--- config.mk ---
export PLATFORM = sky130hd
export DESIGN_NAME = uart_tx_arbiter
export DESIGN_NICKNAME = d
export VERILOG_FILES = /design/src/rtl/uart_pkg.sv /design/src/rtl/rr_pick.sv /design/src/rtl/uart_tx_arbiter.sv
export SDC_FILE = /design/constraint.sdc
export NUM_CORES = 1
export LEC_CHECK = 0
export CAP_MARGIN = 15
export CORE_UTILIZATION = 35
export DETAILED_ROUTE_END_ITERATION = 8
export DONT_BUFFER_PORTS = 1
export GPL_ROUTABILITY_DRIVEN = 0
export SLEW_MARGIN = 15
export SYNTH_ARGS = -nofsm -noshare
export SYNTH_HDL_FRONTEND = slang
export SYNTH_SLANG_ARGS = --single-unit
--- constraint.sdc ---
create_clock -name uart_clk -period 5.98 [get_ports uart_clk]
set_input_delay 0.598 -clock uart_clk [delete_from_list [all_inputs] [get_ports uart_clk]]
set_output_delay 0.598 -clock uart_clk [all_outputs]
set_load 0.01 [all_outputs]
--- src/rtl/uart_pkg.sv ---
// Shared types for the UART transmit arbiter: FSM state encoding and byte width.
package uart_pkg;

    localparam int UART_DATA_W = 8;

    typedef enum logic [1:0] {
        ARB_IDLE      = 2'd0,
        ARB_LAUNCH    = 2'd1,
        ARB_WAIT_RISE = 2'd2,
        ARB_WAIT_FALL = 2'd3
    } arb_state_t;

endpackage

--- src/rtl/rr_pick.sv ---
// Combinational round-robin chooser: first set request strictly after ptr, with wrap.
module rr_pick #(
    parameter int N_REQ = 4,
    parameter int IDX_W = $clog2(N_REQ)
) (
    input  logic [N_REQ-1:0] req,
    input  logic [IDX_W-1:0] ptr,
    output logic [N_REQ-1:0] winner,
    output logic [IDX_W-1:0] winner_idx
);

    int   cand;
    logic found;

    always_comb begin
        winner     = '0;
        winner_idx = '0;
        found      = 1'b0;
        cand       = 0;
        // Last-served requester (ptr) is visited last, which gives the rotation.
        for (int k = 1; k <= N_REQ; k++) begin
            cand = (int'(ptr) + k) % N_REQ;
            if (!found && req[IDX_W'(cand)]) begin
                found                 = 1'b1;
                winner[IDX_W'(cand)]  = 1'b1;
                winner_idx            = IDX_W'(cand);
            end
        end
    end

endmodule

--- src/rtl/uart_tx_arbiter.sv ---
// Round-robin scheduler sharing one uart_tx serializer among N_REQ byte requesters.
// Optional launch watchdog enabled by defining UART_ARB_WDOG_EN.
module uart_tx_arbiter
    import uart_pkg::*;
#(
    parameter int N_REQ       = 4,
    parameter int WDOG_CYCLES = 16
) (
    input  logic                         uart_clk,
    input  logic                         rst,
    input  logic [N_REQ-1:0]             req,
    input  logic [UART_DATA_W*N_REQ-1:0] req_data,
    output logic [N_REQ-1:0]             grant,
    output logic [N_REQ-1:0]             ack,
    output logic                         tx_pos,
    output logic [UART_DATA_W-1:0]       tx_data,
    input  logic                         tx_busy,
    output logic                         arb_err
);

    localparam int IDX_W = $clog2(N_REQ);

    arb_state_t             state, state_nxt;
    logic [IDX_W-1:0]       ptr, ptr_nxt;
    logic [N_REQ-1:0]       grant_nxt, ack_nxt;
    logic                   tx_pos_nxt;
    logic [UART_DATA_W-1:0] tx_data_nxt, pick_byte;
    logic [N_REQ-1:0]       pick_onehot;
    logic [IDX_W-1:0]       pick_idx;

`ifdef UART_ARB_WDOG_EN
    localparam int WDOG_W = $clog2(WDOG_CYCLES + 1);
    logic [WDOG_W-1:0] wdog_cnt, wdog_cnt_nxt;
    logic              arb_err_q, arb_err_nxt;
    assign arb_err = arb_err_q;
`else
    logic unused_wdog;
    assign unused_wdog = (WDOG_CYCLES != 0);
    assign arb_err     = 1'b0;
`endif

    rr_pick #(.N_REQ(N_REQ), .IDX_W(IDX_W)) u_pick (
        .req        (req),
        .ptr        (ptr),
        .winner     (pick_onehot),
        .winner_idx (pick_idx)
    );

    always_comb begin
        pick_byte = '0;
        for (int i = 0; i < N_REQ; i++) begin
            if (pick_idx == IDX_W'(i)) pick_byte = req_data[i*UART_DATA_W +: UART_DATA_W];
        end
    end

    always_comb begin
        state_nxt   = state;
        ptr_nxt     = ptr;
        grant_nxt   = grant;
        ack_nxt     = '0;
        tx_pos_nxt  = tx_pos;
        tx_data_nxt = tx_data;
`ifdef UART_ARB_WDOG_EN
        wdog_cnt_nxt = wdog_cnt;
        arb_err_nxt  = arb_err_q;
`endif
        case (state)
            ARB_IDLE: begin
                // A busy serializer here belongs to someone else; leave it alone.
                if (|req && !tx_busy) begin
                    grant_nxt   = pick_onehot;
                    tx_data_nxt = pick_byte;
                    ptr_nxt     = pick_idx;
                    tx_pos_nxt  = 1'b1;
                    state_nxt   = ARB_LAUNCH;
`ifdef UART_ARB_WDOG_EN
                    wdog_cnt_nxt = '0;
`endif
                end
            end
            ARB_LAUNCH: begin
                state_nxt = ARB_WAIT_RISE;
`ifdef UART_ARB_WDOG_EN
                wdog_cnt_nxt = wdog_cnt + WDOG_W'(1);
`endif
            end
            ARB_WAIT_RISE: begin
                if (tx_busy) begin
                    tx_pos_nxt = 1'b0;
                    state_nxt  = ARB_WAIT_FALL;
                end
`ifdef UART_ARB_WDOG_EN
                else if (wdog_cnt >= WDOG_W'(WDOG_CYCLES - 1)) begin
                    tx_pos_nxt  = 1'b0;
                    ack_nxt     = grant;
                    grant_nxt   = '0;
                    arb_err_nxt = 1'b1;
                    state_nxt   = ARB_IDLE;
                end else begin
                    wdog_cnt_nxt = wdog_cnt + WDOG_W'(1);
                end
`endif
            end
            ARB_WAIT_FALL: begin
                if (!tx_busy) begin
                    ack_nxt   = grant;
                    grant_nxt = '0;
                    state_nxt = ARB_IDLE;
                end
            end
            default: state_nxt = ARB_IDLE;
        endcase
    end

    always_ff @(posedge uart_clk) begin
        if (!rst) begin
            state   <= ARB_IDLE;
            ptr     <= IDX_W'(N_REQ - 1);
            grant   <= '0;
            ack     <= '0;
            tx_pos  <= 1'b0;
            tx_data <= '0;
`ifdef UART_ARB_WDOG_EN
            wdog_cnt  <= '0;
            arb_err_q <= 1'b0;
`endif
        end else begin
            state   <= state_nxt;
            ptr     <= ptr_nxt;
            grant   <= grant_nxt;
            ack     <= ack_nxt;
            tx_pos  <= tx_pos_nxt;
            tx_data <= tx_data_nxt;
`ifdef UART_ARB_WDOG_EN
            wdog_cnt  <= wdog_cnt_nxt;
            arb_err_q <= arb_err_nxt;
`endif
        end
    end

endmodule
==> results of run 1 <==
==> registers in the layout, summed over array words and instances (netlist names) <==
signal and cells:
ptr 2, state 2, tx_pos 1, grant 4, tx_data 8, ack 4
==> final cells by class <==
class | count | area (um2)
Multi-Input combinational cell | 141 | 1080
Sequential cell | 21 | 420
Tap cell | 52 | 65.1
Clock buffer | 4 | 45.0
Inverter | 13 | 48.8
Fill cell | 455 | 2730
==> cells in the mapped netlist, types with 2 or more instances <==
library cell and count:
a211oi_1 8, a21boi_0 3, a21oi_1 2, a221o_1 2, a22o_1 2, a22oi_1 3, a31oi_1 2, and2_1 6
and3_1 9, buf_2 3, buf_6 2, clkbuf_1 4, dfxtp_1 21, ha_1 11, inv_1 13, mux2i_1 3
mux4_2 4, nand2_1 20, nand2b_1 2, nand3_1 10, nor2_1 8, nor2b_1 8, nor4_1 2, o211ai_1 7
o21ai_0 5, o221a_1 8, o31ai_1 9
==> cell families (layout without fill, tap and decap cells) <==
family / count (synthesis) / count (layout) / share of synthesized area (%)
and+or+nand+nor: 66 / 66 / 21.6
adders and majority gates: 11 / 11 / 8.56
muxes: 7 / 7 / 7.47
AOI/OAI and AO/OA: 56 / 56 / 29.2
DFF: 21 / 21 / 26.1
buffers and inverters: 23 / 17 / 6.77
other: 1 / 1 / 0.233
==> worst max-delay path, delay by kind of cell (launching register included) <==
family / cells / cell delay (ps)
fa+ha+maj: 1 / 540
compound gates: 3 / 990
buf+inv: 1 / 280
simple gates: 2 / 310
flops: 1 / 690
mux: 1 / 380
==> per-stage QoR <==
stage | std cells | total power, mW | worst slack (ps)
after floorplan | 185 | 0.670 | 3200
after detailed placement | 227 | 0.734 | 2650
after CTS | 231 | 0.826 | 2630
final | 231 | 0.822 | 2670
after global routing | 231 | 0.892 | 2350
after global placement | 227 | 0.733 | 2680
==> power by group through the flow <==
stage	Combinational (mW)	Clock, mW	Sequential, mW
finish	0.481	0.0936	0.247
global route	0.533	0.102	0.257
CTS	0.483	0.0938	0.249
detailed placement	0.483	0	0.251
global placement	0.481	0	0.252
floorplan	0.444	0	0.226
==> cells in the final DEF, fill, tap and decap left out, types with 5 or more instances in the layout <==
cell type / count
a211oi_1: 8
and2_1: 6
and3_1: 9
dfxtp_1: 21
ha_1: 11
inv_1: 13
nand2_1: 20
nand3_1: 10
nor2_1: 8
nor2b_1: 8
o211ai_1: 7
o21ai_0: 5
o221a_1: 8
o31ai_1: 9
==> per-layer routing <==
metal / vias up / global-route usage, % / share of wire (%)
li1: 676 / - / -
met2: 50 / 23.2 / 46
met3: 4 / 5.38 / 7.6
met4: 0 / 2.67 / 0.54
met5: - / 0 / 0
met1: 617 / 19.1 / 46
==> worst min path at each step <==
stage,start,endpoint,slack [ps],depth (start not counted)
2_1_floorplan,state[0],state[0],480,2
3_3_place_gp,state[0],state[0],510,2
3_5_place_dp,state[0],state[0],510,2
4_1_cts,rst,ptr[1],420,1
5_1_grt,rst,ptr[0],430,1
6_report,rst,ptr[1],420,1
==> reports/qor.yml, run 1 <==
run_status:
  status: "finished clean"
global_route:
  grt_pass1_wl_mm: 5.84
  gr-usage-all-layers_pct: 14.6
  grt_pass1_vias: 1210
  grt_remaining_overflow: 0
  antenna_found_initial: 0
  grt_max_degree: 20
clocking:
  cts.reportedPaths.clkPinSlew_ps: 80
  insertion_delay_ps: 260
  ctsHoldBuffers: 0
  cts_buffers: 3
  clockBufferDepth: 2
  root_buffer: "clkbuf_8"
  cts_setup_buffers: 0
  cts.sinks: 21
  h-tree-depth: 1
  cts_resized: 0
  cts_tree: "built"
die:
  die_area_um2: 4870
  die_w_um: 69.8
  core_um2: 4380
  start_util_pct: 36.7
  io_pins: 57
  rows: 24
  die_y_um: 69.8
detailed_routing:
  drc: 0
  ant_nets: 0
  dr.pass1.iters: 4
  vias: 1347
  viasPerCell: 5.83
  wire_per_inst_um: 15.2
  first_iter_violations: 59
  drt_wl_total_mm: 3.52
sta:
  rsz0062_at_grt: "no"
  worst_slew_pin_slew_ps: 729
  hold_slack_ps: 424
  fmax_ghz: 0.302
  fin_tns_setup_ps: 0
  fin_crit_ps: 3310
  clock_skew_ps: 4.61
  setup_viol: 0
  fin_crit_sh_pct: 55.4
  slew_viol_final: 0
  finalHoldViolCount: 0
  slew-limit-headroom_pct: 51.4
pwr:
  pwr-share-clk_pct: 11.4
  pwr-share-comb_pct: 58.6
  netSwitchingFraction_pct: 46.7
  power.internal_uw: 438
  switchingPower_uw: 384
  p_leak_nw: 0.667
  powerDensity_nw_per_um2: 496
  seqPwrFrac_pct: 30.1
  vdd_drop_max_mv: 0.229
synth:
  synthFlopType: "dfxtp_1"
  syn_area_um2: 1610
  synth-seq-cells: 21
  synth.top_cell.area_share_pct: 26.1
  syn_nets: 235
  synthTopCellsByArea: "dfxtp_1 (26%), ha_1 (8.6%), mux4_2 (5.6%)"
  avgSynthCellArea_um2: 8.69
  yosys_warnings: 0
  synth.largest_area_cell: "dfxtp_1"
  synth_cell_types: 35
  ys_seq_area_share_pct: 26.1
  synth-edff-count: 0
  synthArstFlopShare_pct: 0
  synth_cells: 185
worst_setup_path:
  r2r-start: "ptr[0]"
  start_kind: "flop"
  endpoint: "tx_data[3]"
  r2r_end: "tx_data[3]"
  cp_cell_sequence: "inv_1 -> ha_1 -> mux4_2 -> nor2_1 -> and2_1 -> a221oi_4 -> o221a_1 -> o31ai_1"
  required_ps: 6120
  setup.worst_path.start: "ptr[0]"
  critPathSlowestCell: "dfxtp_1"
  rr_worst_depth: 8
  critPathCaptureType: "flop"
  path_max_fanout: 16
  arrival_ps: 3450
  worst_path_largest_cell_delay_ps: 690
  ff2ff_setup_slack_ps: 2670
  crit_type: "reg2reg"
layout:
  design_area_um2: 1660
  n_antenna_cell: 0
  nets: 230
  fin_util_pct: 37.8
  syn_to_final_growth_pct: 3.11
  layout-drive-gt1-share_pct: 6.15
flow_run:
  drv_cap: 0
placed_design:
  place_area_um2: 1610
  port_buffers: 0
  hpwl_mm: 2.68
worst_hold_path:
  hold_path.class: "in2reg"
Note: power is estimated with default switching activity, not from simulation.
==> run 2: changes to the inputs <==
ABC_AREA = 1   (was not set)
clock period = 2.69 ns   (was 5.98 ns; I/O delays follow)
==> reports/qor.yml, run 2 <==
worst_hold_path:
  hold_path.class: "in2reg"  # unchanged
die:
  die_w_um: 73.1  # was 69.8 um
  rows: 25  # was 24
  die_y_um: 73.1  # was 69.8 um
  io_pins: 57  # unchanged
  start_util_pct: 37.0  # was 36.7%
  core_um2: 4790  # was 4380 um2
  die_area_um2: 5350  # was 4870 um2
synth:
  synth.top_cell.area_share_pct: 23.7  # was 26.1%
  synth_top_family_by_area: "simple AND/OR/NAND/NOR gates"  # was compound AO/OA/AOI/OAI gates
  muxShareOfSynthArea_pct: 0  # was 7.47%
  ys_seq_area_share_pct: 23.7  # was 26.1%
  synthTopCellsByArea: "dfxtp_1 (24%), nand2_1 (12%), ha_1 (7.8%)"  # was dfxtp_1 (26%), ha_1 (8.6%), mux4_2 (5.6%)
  synth_cells: 243  # was 185
  synth_adder_area_share_pct: 7.77  # was 8.56%
  synthArstFlopShare_pct: 0  # unchanged
  syn_nets: 293  # was 235
  yosys_warnings: 0  # unchanged
  synth-seq-cells: 21  # unchanged
  syn_area_um2: 1770  # was 1610 um2
  avgSynthCellArea_um2: 7.29  # was 8.69 um2
  synth-edff-count: 0  # unchanged
  yosys.area_share.simple_pct: 39.9  # was 21.6%
  synth_xor_area_share_pct: 0  # unchanged
  yosysMostFrequentCell: "nand2_1"  # was dfxtp_1
  synth_cell_types: 39  # was 35
  synth_compound_area_share_pct: 16.9  # was 29.2%
  synth.largest_area_cell: "dfxtp_1"  # unchanged
  synthFlopType: "dfxtp_1"  # unchanged
  synth_commonest_cells: "nand2_1 (55), dfxtp_1 (21), inv_1 (21)"  # was dfxtp_1 (21), nand2_1 (20), inv_1 (13)
sta:
  setup_viol: 0  # unchanged
  rsz0062_at_grt: "no"  # unchanged
  clock_skew_ps: 2.34  # was 4.61 ps
  slew-limit-headroom_pct: 54.0  # was 51.4%
  finalHoldViolCount: 0  # unchanged
  hold_slack_ps: 154  # was 424 ps
  worst_slew_pin_slew_ps: 681  # was 729 ps
  fin_crit_sh_pct: 89.9  # was 55.4%
  slew_viol_final: 0  # unchanged
  fmax_ghz: 0.413  # was 0.302 GHz
  fin_tns_setup_ps: 0  # unchanged
  fin_crit_ps: 2420  # was 3310 ps
global_route:
  grt_max_degree: 21  # was 20
  grt_pass1_vias: 1587  # was 1210
  antenna_found_initial: 0  # unchanged
  gr-usage-all-layers_pct: 16.4  # was 14.6%
  grt_remaining_overflow: 0  # unchanged
  grt_pass1_wl_mm: 6.89  # was 5.84 mm
detailed_routing:
  wire_per_inst_um: 12.8  # was 15.2 um
  first_iter_violations: 57  # was 59
  viasPerCell: 5.18  # was 5.83
  highest_layer: "met4"  # unchanged
  wl_met3_um: 265  # was 266 um
  wl_met2_mm: 1.84  # was 1.61 mm
  drt-met1-wl_mm: 1.84  # was 1.63 mm
  drc: 0  # unchanged
  dr.pass1.iters: 4  # unchanged
  ant_nets: 0  # unchanged
  vias: 1607  # was 1347
  drt_wl_total_mm: 3.97  # was 3.52 mm
placed_design:
  hpwl_mm: 3.18  # was 2.68 mm
  port_buffers: 0  # unchanged
layout:
  final_cell_mix: "nand2_1 (55), inv_1 (21), dfxtp_1 (21)"  # was dfxtp_1 (21), nand2_1 (20), inv_1 (13)
  top_regs: "tx_data: 8 flops, ack: 4 flops, grant: 4 flops"  # unchanged
  regMostFlops: "tx_data"  # unchanged
  syn_to_final_growth_pct: 4.31  # was 3.11%
  n_antenna_cell: 0  # unchanged
  layout-drive-gt1-share_pct: 21.8  # was 6.15%
  nets: 294  # was 230
  largest_reg_flops: 8  # unchanged
  mostFrequentLayoutCell: "nand2_1"  # was dfxtp_1
worst_setup_path:
  start_kind: "flop"  # unchanged
  worst-path-buf-inv: 2  # was 1
  arrival_ps: 2610  # was 3450 ps
  critPathSlowestCell: "ha_1"  # was dfxtp_1
  worst_path_largest_cell_delay_ps: 390  # was 690 ps
  cpMostUsedCell: "nand2_4"
  required_ps: 2880  # was 6120 ps
  cp_cell_sequence: "inv_4 -> ha_1 -> inv_1 -> nand3_1 -> nand2_4 -> nor2_2 -> nand2_4 -> nand3_4 -> nand2_4 -> nor2_4 -> nand2_1 -> nand4_1 -> nand2_1 -> a21oi_2"  # was inv_1 -> ha_1 -> mux4_2 -> nor2_1 -> and2_1 -> a221oi_4 -> o221a_1 -> o31ai_1
  path_max_fanout: 20  # was 16
  cp_top_family: "simple AND/OR/NAND/NOR gates"  # was compound AO/OA/AOI/OAI gates
  critPathCaptureType: "flop"  # unchanged
  crit_type: "reg2reg"  # unchanged
pwr:
  p_leak_nw: 0.754  # was 0.667 nW
  powerDensity_nw_per_um2: 1210  # was 496 nW/um2
  vdd_drop_max_mv: 0.546  # was 0.229 mV
clocking:
  cts_setup_buffers: 0  # unchanged
  clockBufferDepth: 2  # unchanged
  cts_resized: 0  # unchanged
  h-tree-depth: 1  # unchanged
  cts.sinks: 21  # unchanged
  root_buffer: "clkbuf_8"  # unchanged
  insertion_delay_ps: 250  # was 260 ps
  cts.reportedPaths.clkPinSlew_ps: 70  # was 80 ps
  ctsHoldBuffers: 0  # unchanged
  cts_buffers: 3  # unchanged
  cts_tree: "built"  # unchanged
flow_run:
  drv_cap: 0  # unchanged
run_status:
  status: "finished clean"  # unchanged
## run 2: final cells by class
class | count | area, um2
clock buffers | 4 | 45.0
fillers | 505 | 2940
inverters | 28 | 108
multi-input cells | 185 | 1150
flip-flops and latches | 21 | 420
well taps | 67 | 83.8
repair buffers | 5 | 37.5
## run 2: metrics by stage
| step | setup WS, ps | cells | util (%) | power (mW) | area [um2] |
|---|---|---|---|---|---|
| final | 271 | 310 | 38.6 | 2.24 | 1850 |
| after global routing | 43.6 | 310 | 38.6 | 2.48 | 1850 |
| after CTS | 189 | 310 | 38.5 | 2.24 | 1840 |
| after detailed placement | 207 | 306 | 37.5 | 2.03 | 1800 |
| after global placement | 319 | 306 | 37.5 | 2.03 | 1800 |
| after floorplan | 224 | 243 | - | 1.89 | 1770 |
## run 2: cell families after synthesis
family / Yosys count
compound gates: 45
fa+ha+maj: 11
buf+inv: 37
flops: 21
other cells: 1
simple gates: 128
## run 2: metal layers
| layer | global-route usage [%] | up-vias |
|---|---|---|
| li1 | - | 812 |
| met1 | 20.4 | 722 |
| met2 | 29.0 | 69 |
| met3 | 4.28 | 4 |
| met4 | 1.74 | 0 |
| met5 | 0 | - |
## run 2: final timing paths
| kind | startpoint | to | slack, ps | cells after the start |
|---|---|---|---|---|
| max | ptr[0] | tx_data[0] | 270 | 14 |
| min | rst | state[1] | 150 | 2 |
| max reg2reg | ptr[0] | tx_data[0] | 270 | 14 |
| min reg2reg | grant[3] | ack[3] | 490 | 2 |
## run 2: report_power, final
part	total, mW	switching (mW)	internal (mW)
clock network	0.198	0.0925	0.105
logic	1.55	1.04	0.508
registers	0.497	0.0958	0.402
total	2.24	1.23	1.01
## run 2: worst reg2reg max path, cell delays in order (launching register included)
cell and delay (ps):
dfxtp_1 370, inv_4 40, ha_1 390, inv_1 130, nand3_1 190, nand2_4 110
nor2_2 160, nand2_4 90, nand3_4 100, nand2_4 180, nor2_4 200, nand2_1 80
nand4_1 100, nand2_1 80, a21oi_2 100
==> run 3: changes to the inputs <==
clock period = 2.23 ns   (was 2.69 ns; I/O delays follow)
==> reports/qor.yml, run 3 (same netlist as run 2, synthesis figures left out) <==
worst_setup_path:
  start_kind: "flop"  # unchanged
  crit_type: "reg2reg"  # unchanged
  arrival_ps: 2280  # was 2610 ps
  rr_worst_depth: 14  # unchanged
  required_ps: 2420  # was 2880 ps
  path_max_fanout: 8  # was 20
  critPathCaptureType: "flop"  # unchanged
worst_hold_path:
  hold_path.class: "in2reg"  # unchanged
  hold_depth: 2  # unchanged
flow_run:
  drv_cap: 0  # unchanged
detailed_routing:
  drc: 0  # unchanged
  wire_per_inst_um: 13.1  # was 12.8 um
  ant_nets: 0  # unchanged
  viasPerCell: 5.14  # was 5.18
  drt_wl_total_mm: 4.14  # was 3.97 mm
  first_iter_violations: 60  # was 57
  dr.pass1.iters: 4  # unchanged
  vias: 1624  # was 1607
clocking:
  cts.sinks: 21  # unchanged
  clockBufferDepth: 2  # unchanged
  h-tree-depth: 1  # unchanged
  cts.reportedPaths.clkPinSlew_ps: 70  # about the same
  insertion_delay_ps: 260  # was 250 ps
  cts_buffers: 3  # unchanged
  cts_tree: "built"  # unchanged
  root_buffer: "clkbuf_8"  # unchanged
  ctsHoldBuffers: 0  # unchanged
die:
  rows: 25  # unchanged
  core_um2: 4790  # unchanged
  start_util_pct: 37.0  # unchanged
  die_w_um: 73.1  # unchanged
  die_area_um2: 5350  # unchanged
  die_y_um: 73.1  # unchanged
  io_pins: 57  # unchanged
pwr:
  vdd_drop_max_mv: 0.960  # was 0.546 mV
  powerDensity_nw_per_um2: 1520  # was 1210 nW/um2
  p_leak_nw: 0.785  # was 0.754 nW
  p_total_mw: 2.93  # was 2.24 mW
placed_design:
  place_area_um2: 1840  # was 1800 um2
  hpwl_mm: 3.27  # was 3.18 mm
  port_buffers: 0  # unchanged
  pre_cts_slack_ps: 82.7  # was 207 ps
  dp_cells: 308  # was 306
layout:
  nets: 300  # was 294
  regMostFlops: "tx_data"  # unchanged
  mostFrequentLayoutCell: "nand2_1"  # unchanged
  top_regs: "tx_data: 8 flops, ack: 4 flops, grant: 4 flops"  # unchanged
  final_cell_mix: "nand2_1 (55), inv_1 (20), dfxtp_1 (20)"  # was nand2_1 (55), inv_1 (21), dfxtp_1 (21)
  layout-drive-gt1-share_pct: 25.3  # was 21.8%
  largest_reg_flops: 8  # unchanged
  design_area_um2: 1930  # was 1850 um2
  final_cells: 316  # was 310
  syn_to_final_growth_pct: 9.19  # was 4.31%
  n_antenna_cell: 0  # unchanged
global_route:
  grt_max_degree: 18  # was 21
  grt_remaining_overflow: 0  # unchanged
  gr-usage-all-layers_pct: 16.7  # was 16.4%
  grt_pass1_vias: 1496  # was 1587
  grt_pass1_wl_mm: 6.94  # was 6.89 mm
  antenna_found_initial: 0  # unchanged
sta:
  rsz0062_at_grt: "yes"  # was no
  worst_slew_pin_slew_ps: 593  # was 681 ps
  fin_crit_sh_pct: 93.7  # was 89.9%
  setup_viol: 0  # unchanged
  fmax_ghz: 0.479  # was 0.413 GHz
  clock_skew_ps: 2.96  # was 2.34 ps
  slew-limit-headroom_pct: 60.5  # was 54.0%
  setup_slack_ps: 140  # was 271 ps
  slew_viol_final: 0  # unchanged
  fin_crit_ps: 2090  # was 2420 ps
  finalHoldViolCount: 0  # unchanged
  fin_tns_setup_ps: 0  # unchanged
run_status:
  status: "finished clean"  # unchanged
[run 3: changes by cell type in the layout (fill, tap and decap cells not counted), sizes merged]
cell | before | now
buf | 5 | 11
[run 3: critical path: stages (launching register included)]
cell and delay (ps):
dfxtp_2 350, inv_4 50, ha_4 260, inv_2 90, nand3_2 120, nand2_4 140
inv_2 70, nand2_2 90, nor2_4 50, a21oi_4 270, buf_4 170, nand3_2 60
nand4_1 120, nand2_1 80, a21oi_2 100
[run 3: what timing repair did]
item	CTS	global route
setup endpoints to repair	0	8
gates resized for setup	0	3
setup buffers	0	4
[run 3: report_power, final]
part           internal [mW]  switching, mW  total [mW]
combinational          0.754           1.33        2.08
clock                  0.127          0.117       0.245
sequential             0.486          0.116       0.602
total                   1.37           1.56        2.93
[run 3: per-layer routing]
| metal | vias up | global-route usage [%] | wire (um) |
|---|---|---|---|
| met5 | - | 0 | 0 |
| met4 | 0 | 3.70 | 55 |
| met3 | 6 | 5.66 | 366 |
| met2 | 71 | 28.1 | 2010 |
| met1 | 722 | 20.6 | 1710 |
| li1 | 825 | - | - |
[run 3: layout make-up]
| class | instances | area [um2] |
|---|---|---|
| clock buffers | 4 | 45.0 |
| fillers | 496 | 2850 |
| inverters | 28 | 108 |
| multi-input cells | 185 | 1190 |
| flip-flops and latches | 21 | 422 |
| well taps | 67 | 83.8 |
| repair buffers | 11 | 82.6 |
[run 3: metrics by stage]
step                      utilization (%)  hold WS (ps)
after detailed placement             38.4           383
after global routing                 40.4           133
final                                40.4           107
after global placement               38.4           372
after floorplan                         -           361
after CTS                            39.3           101
[run 3: final timing paths]
| path | from | to | slack [ps] |
|---|---|---|---|
| worst max register to register | ptr[0] | tx_data[4] | 140 |
| worst min-delay path | rst | state[1] | 110 |
| worst min register to register | grant[3] | ack[3] | 490 |
| worst max-delay path | ptr[0] | tx_data[4] | 140 |
